`config.mk`:
```
export PLATFORM = sky130hd
export DESIGN_NAME = div_by_n_ctrl
export DESIGN_NICKNAME = d
export VERILOG_FILES = /design/src/rtl/div_by_n_ctrl.sv
export SDC_FILE = /design/constraint.sdc
export NUM_CORES = 1
export LEC_CHECK = 0
export ABC_CLOCK_PERIOD_IN_PS = 3500
export CAP_MARGIN = 5
export CORE_MARGIN = 4
export CORE_UTILIZATION = 35
export DETAILED_ROUTE_END_ITERATION = 8
export GPL_TIMING_DRIVEN = 1
export HOLD_SLACK_MARGIN = 0.15
export PLACE_DENSITY = 0.58
export SYNTH_ARGS = -nofsm -noshare
export SYNTH_HDL_FRONTEND = slang
export SYNTH_SLANG_ARGS = --single-unit
```
`constraint.sdc`:
```
create_clock -name clk -period 3.5 [get_ports clk]
set_input_delay 0.7 -clock clk [delete_from_list [all_inputs] [get_ports clk]]
set_output_delay 0.7 -clock clk [all_outputs]
set_load 0.1 [all_outputs]
```
`src/rtl/div_by_n_ctrl.sv`:
```
// div_by_n_ctrl: run-time configurable divide-by-N clock-enable generator.
// The divide counter and the active divisor live here. New divisors arrive on a
// valid/ready port and are only swapped in at a period boundary, so a period is
// never cut short or stretched by a reconfiguration.
module div_by_n_ctrl #(
   parameter int W       = 8,
   parameter int DEF_DIV = 5,
   parameter int MIN_DIV = 2
) (
   input  logic         clk,
   input  logic         rst,
   input  logic         enable,
   input  logic         cfg_valid,
   input  logic [W-1:0] cfg_div,
   output logic         cfg_ready,
   output logic         cfg_err,
   output logic         out,
   output logic         period_tick,
   output logic         busy,
   output logic [W-1:0] cur_div
);

   typedef enum logic [1:0] {
      ST_IDLE = 2'd0,
      ST_RUN  = 2'd1,
      ST_PEND = 2'd2
   } state_t;

   localparam logic [W-1:0] DEF_DIV_C = W'(DEF_DIV);
   localparam logic [W-1:0] MIN_DIV_C = W'(MIN_DIV);
   localparam logic [W-1:0] ONE_C     = {{(W-1){1'b0}}, 1'b1};
   localparam logic [W-1:0] ZERO_C    = {W{1'b0}};
   localparam logic [W:0]   ONE_X_C   = {{W{1'b0}}, 1'b1};

   state_t         state_q, state_d;
   logic [W-1:0]   cnt_q, cnt_d;
   logic [W-1:0]   cur_div_q, cur_div_d;
   logic [W-1:0]   pend_div_q, pend_div_d;
   logic           out_q, out_d;
   logic           cfg_err_q, cfg_err_d;

   logic [W:0]     half_s;
   logic [W:0]     cnt_inc_s;
   logic           last_s;
   logic           accept_s;
   logic           bad_s;
   logic           good_s;

   // Derived period decode and handshake qualification from the current registers.
   always_comb begin
      half_s    = ({1'b0, cur_div_q} + ONE_X_C) >> 1;
      cnt_inc_s = {1'b0, cnt_q} + ONE_X_C;
      last_s    = (cnt_q == (cur_div_q - ONE_C));
      accept_s  = cfg_valid & (state_q != ST_PEND);
      bad_s     = accept_s & (cfg_div < MIN_DIV_C);
      good_s    = accept_s & ~bad_s;
   end

   // Next-state logic: counter, output phase, divisor swap and handshake.
   always_comb begin
      state_d    = state_q;
      cnt_d      = cnt_q;
      cur_div_d  = cur_div_q;
      pend_div_d = pend_div_q;
      out_d      = out_q;
      cfg_err_d  = bad_s;
      case (state_q)
         ST_IDLE: begin
            cnt_d = ZERO_C;
            if (good_s) begin
               cur_div_d = cfg_div;
            end else begin
               cur_div_d = cur_div_q;
            end
            if (enable) begin
               state_d = ST_RUN;
               out_d   = 1'b1;
            end else begin
               state_d = ST_IDLE;
               out_d   = 1'b0;
            end
         end
         ST_RUN, ST_PEND: begin
            if (last_s) begin
               cnt_d = ZERO_C;
               out_d = enable;
               if (state_q == ST_PEND) begin
                  // Parked divisor takes over for the following period.
                  cur_div_d  = pend_div_q;
                  pend_div_d = ZERO_C;
                  state_d    = enable ? ST_RUN : ST_IDLE;
               end else if (good_s && enable) begin
                  // Accepted on the boundary itself: park it for one more period.
                  pend_div_d = cfg_div;
                  state_d    = ST_PEND;
               end else if (good_s) begin
                  // Stopping anyway, so there is no period to protect.
                  cur_div_d = cfg_div;
                  state_d   = ST_IDLE;
               end else begin
                  state_d = enable ? ST_RUN : ST_IDLE;
               end
            end else begin
               cnt_d = cnt_q + ONE_C;
               out_d = (cnt_inc_s < half_s);
               if (good_s) begin
                  pend_div_d = cfg_div;
                  state_d    = ST_PEND;
               end else begin
                  state_d = state_q;
               end
            end
         end
         default: begin
            state_d    = ST_IDLE;
            cnt_d      = ZERO_C;
            out_d      = 1'b0;
            pend_div_d = ZERO_C;
         end
      endcase
   end

   // State and output registers with synchronous active-low reset.
   always_ff @(posedge clk) begin
      if (!rst) begin
         state_q    <= ST_IDLE;
         cnt_q      <= ZERO_C;
         cur_div_q  <= DEF_DIV_C;
         pend_div_q <= ZERO_C;
         out_q      <= 1'b0;
         cfg_err_q  <= 1'b0;
      end else begin
         state_q    <= state_d;
         cnt_q      <= cnt_d;
         cur_div_q  <= cur_div_d;
         pend_div_q <= pend_div_d;
         out_q      <= out_d;
         cfg_err_q  <= cfg_err_d;
      end
   end

   assign out         = out_q;
   assign cfg_err     = cfg_err_q;
   assign cur_div     = cur_div_q;
   assign busy        = (state_q != ST_IDLE);
   assign cfg_ready   = (state_q != ST_PEND);
   assign period_tick = (state_q != ST_IDLE) & last_s;

endmodule

```
[Word-level counts from Yosys, hierarchy flattened]
Cells that the tools add are included.
Widths: inputs -> output; s select.
Storage, ports and cells
  bits in registers: 28
  input port bits: 12
  output and inout port bits: 13
  word-level logic and storage cells: 56
Operators by class
  add/sub/neg operators: 4
  $lt $le $gt $ge: 2
  equality and inequality tests: 8
  multiplexer cells: 20
  bitwise operators: 8
  reductions and logical operators: 8
Operators by type and width (number)
  $mux 8: 8
  $pmux 8 s2: 2
  $add 8x1->9 const B: 2
  $mux 2: 5
  $lt 9x8->1: 1
  $add 8x1->8 const B: 1
  $eq 8x8->1: 1
  $lt 8x2->1 const B: 1
  $sub 8x1->8 const B: 1
  $ne 3x3->1 const B: 2
  $reduce_and 3->1: 2
  $and 1x1->1: 4
  $ne 2x2->1 const B: 2
  $ne 4x4->1 const B: 1
  $not 1->1: 4
  $pmux 2 s2: 1
  $reduce_bool 2->1: 2
  $mux 1: 3
  $reduce_or 3->1: 1
  $eq 2x1->1 const B: 1
  $eq 2x2->1 const B: 1
  $logic_not 2->1: 1
  $pmux 1 s2: 1
  $reduce_or 2->1: 1
  $logic_and 1x1->1: 1

[Depth between registers and ports, before layout]
  depth after elaboration: 10
  gate-level depth with buffers: 11
  depth with buffers taken out: 10

[Least setup slack after synthesis]
No wires, ideal clock.
  path type: register to output
  start point: register cur_div_q[1], in the netlist cur_div[1]
  end point: output port period_tick
  arrival time: 4.026 ns
  data required time: 2.800 ns
  setup slack: -1.226 ns
  cell stages (with the launch flop): 9
  buffers on the path: 1
  cell sequence: dfxtp_1 -> inv_1 -> ha_1 -> xnor2_1 -> or4_4 -> a31oi_4 -> nand2_4 -> clkbuf_1 -> nor2_1
On the way
  longest elaborated chain between the ends: 3
Ends and longest elaborated chain
  from (decl): line 37  | logic [W-1:0] cur_div_q, cur_div_d;
  from (signal assigned): line 135  | cur_div_q <= cur_div_d;
  $sub 8x1->8: line 53  | last_s = (cnt_q == (cur_div_q - ONE_C));
  $eq 8x8->1: line 53
  $and 1x1->1: line 147  | assign period_tick = (state_q != ST_IDLE) & last_s;
  to (decl): line 18  | output logic period_tick,
Every way passes these cells.

[Worst setup path in the final report]
  start point: register cur_div_q[0], in the netlist cur_div[0]
  end point: output port period_tick
The elaborated chain is that of the path after synthesis.

==> out/qor.yml <==
hold_path_depth: 1
leakage_uw: 0.000920
holdCritStartpoint: "pend_div_q[1]"
startpoint_type: "flip-flop"
first_pass_iters: 4
initial_utilization_pct: 35.9
dieArea_sq_um: 6880
async_flop_share_pct: 0
fp-row-count: 27
path_delay_family: "simple AND/OR/NAND/NOR gates"
grt.busiest_layer: "met2"
wirelength_mm: 4.44
use_met2_pct: 22.4
cts_buffer_depth: 2
period_needed_ns: 3.32
portBuffers: 24
grt_max_degree: 21
seq_area_frac_synth_pct: 28.5
clkPwrFrac_pct: 22.8
p_sw_share_pct: 42.4
grt_overflow: 0
combinationalPowerShare_pct: 42.5
final_layout_size_suffix_gt1_share_pct: 13.2
power.density_nw_per_um2: 490
crit_fanout: 15
yosys_warnings: 0
ys_seq_elements: 28
vdd_drop_max_mv: 0.181
use_met1_pct: 17.8
htreeDepth: 1
final_area_sq_um: 2330
antenna_found_initial: 0
synth_fp_nets: 257
switchingPower_uw: 484
core_area_sq_um: 5470
synth_top_area_share_pct: 28.5
drc: 0
clk-insertion-delay-late_ns: 0.27
worst_hold_path_type: "reg -> reg"
num_io_pins: 25
die-height_um: 83.0
drtAntennaViolNets: 0
status: "finished clean"
area_growth_pct: 18.5
crit_chain: "inv_1, ha_1, xnor2_1, or4_4, a31oi_4, nand2_4, nor2_4, buf_12"
cp_data_required_time_ns: 2.80
p_int_uw: 658
crit_path_top_delay_cell: "or4_4"
finalClockSkew_ns: 0.00190
fin_cells: 322
slew_violations: 0
grt_pass1_vias: 1664
drt-initial-drc-count: 86
regToRegStartpoint: "cur_div[0]"
cap_violations: 0
chipWidth_um: 83.0
yosysMostFrequentCell: "dfxtp_1"
grt_pass1_wl_mm: 7.96
dpl-instance-area_sq_um: 2260
arrival_ns: 2.62
fillers: 586
numCtsBuffers: 3
cts_sinks: 28
ctsHoldBuffers: 0
setup_viol: 0
hold_viol_final: 0
worst_pin_slew_ns: 0.965
num_antenna_cells: 0
final_nets: 276
synth_area_sq_um: 1970
slew_headroom_pct: 35.4
wire_per_inst_um: 13.8
ys.flop_type: "dfxtp_1"
synth_edf_count: 0
fmax_mhz: 302
hpwl_mm: 3.44
synth_area_leaders: "dfxtp_1 (28%), ha_1 (8.3%), xnor2_1 (6.7%), nand3_1 (4.3%), nand2_1 (4.2%)"
crit_start: "cur_div[0]"
worstSetupPathDepth: 8
cts_setup_buffers: 0
synth_top_cells_by_count: "dfxtp_1 (28), nand2_1 (22), nand3_1 (17)"
path_class: "reg -> out"
syn_inst: 232
synth.avg_cell_area_sq_um: 8.48
clk_pin_slew_ns: 0.10
clk_root_buffer_cell: "clkbuf_8"
cts_tree: "yes"
fin_tns_setup_ns: 0
via_per_inst: 5.23
groute.usage.overall_pct: 13.5
dp_cells: 318
post_cts_resized: 0
via_count: 1683
worstSetupEndpointType: "primary output"
slowest_delay_ns: 0.54
r2r_cells: 8
rsz0062_at_grt: "no"
seq_power_share_pct: 34.7
ys_types: 51
use_met3_pct: 2.28
min_period_over_period_pct: 94.7
synth_area_leader_cell: "dfxtp_1"
crit_buf_inv: 2
gp_routability_congestion: 0.873
path summary, 6_finish.rpt:
| path | to | slack [ns] |
|---|---|---|
| min | pend_div_q[1] | 0.49 |
| min reg2reg | pend_div_q[1] | 0.49 |
| max | period_tick | 0.18 |
| max reg2reg | pend_div_q[4] | 0.83 |
worst reg2reg max path, stage by stage, from the launching register on:
cell and delay (ns):
dfxtp_4 0.43, inv_1 0.08, ha_1 0.33, xnor2_1 0.14, or4_4 0.54, a31oi_4 0.29, nand2_4 0.19, mux2_4 0.39
a22o_1 0.19
cell type report:
| class | instances | area (sq um) | share of cell area, % |
|---|---|---|---|
| sequential | 28 | 571 | 24.5 |
| tap | 72 | 90.1 | 3.86 |
| clock inverter | 1 | 30.0 | 1.29 |
| timing repair buffer | 27 | 253 | 10.8 |
| clock buffer | 3 | 41.3 | 1.77 |
| multi-input combinational | 180 | 1310 | 56.0 |
| inverter | 11 | 41.3 | 1.77 |
routing by layer:
metal | routed length (um) | part of all wire (%)
met1 | 2210 | 50
met2 | 2020 | 46
met3 | 142 | 3.2
met4 | 64 | 1.4
met5 | 0 | 0
layout by cell type, fill, tap and decap left out, drive strengths merged, types with 2 or more instances in the layout:
master / instances
a2111oi: 2
a21o: 2
a21oi: 9
a22o: 8
and3: 11
buf: 12
clkbuf: 3
clkdlybuf4s50: 15
dfxtp: 28
ha: 13
inv: 11
mux2i: 4
nand2: 24
nand3: 17
nand4: 7
nor2: 15
nor2b: 2
nor3: 4
o211ai: 4
o21ai: 12
o221ai: 2
or4: 5
xnor2: 16
xor2: 5
per-stage QoR:
step | utilization (%) | hold WS, ns | setup WS (ns) | power [uW]
2_1_floorplan | - | 0.444 | 0.0114 | 792
3_3_place_gp | 41.3 | 0.464 | 0.459 | 890
3_5_place_dp | 41.3 | 0.466 | 0.436 | 890
4_1_cts | 42.6 | 0.494 | 0.154 | 1160
5_1_grt | 42.6 | 0.503 | 0.0450 | 1210
6_report | 42.6 | 0.491 | 0.184 | 1140
sequential cells by signal, summed over array words and instances, names as in the netlist:
signal,count
cfg_err,1
cnt_q,8
cur_div,8
out,1
pend_div_q,8
state_q,2
power by group through the flow:
stage                     Combinational [uW]  Clock, uW  Sequential, uW
final                                    485        260             397
after global routing                     527        278             403
after CTS                                488        271             397
after detailed placement                 487          0             404
after global placement                   486          0             405
after floorplan                          301          0             491
cell families (layout without fill, tap and decap cells):
kind of cell / after synthesis / in the layout / share of synthesized area [%]
flip-flops: 28 / 28 / 28.5
adder cells (fa/ha/maj): 13 / 13 / 8.27
AND/OR/NAND/NOR: 92 / 92 / 25.2
XOR/XNOR: 21 / 21 / 9.73
buffers and inverters: 24 / 42 / 5.53
AO/OA/AOI/OAI: 49 / 49 / 20.0
multiplexers: 5 / 5 / 2.80
Power figures use the tool's default switching activity.
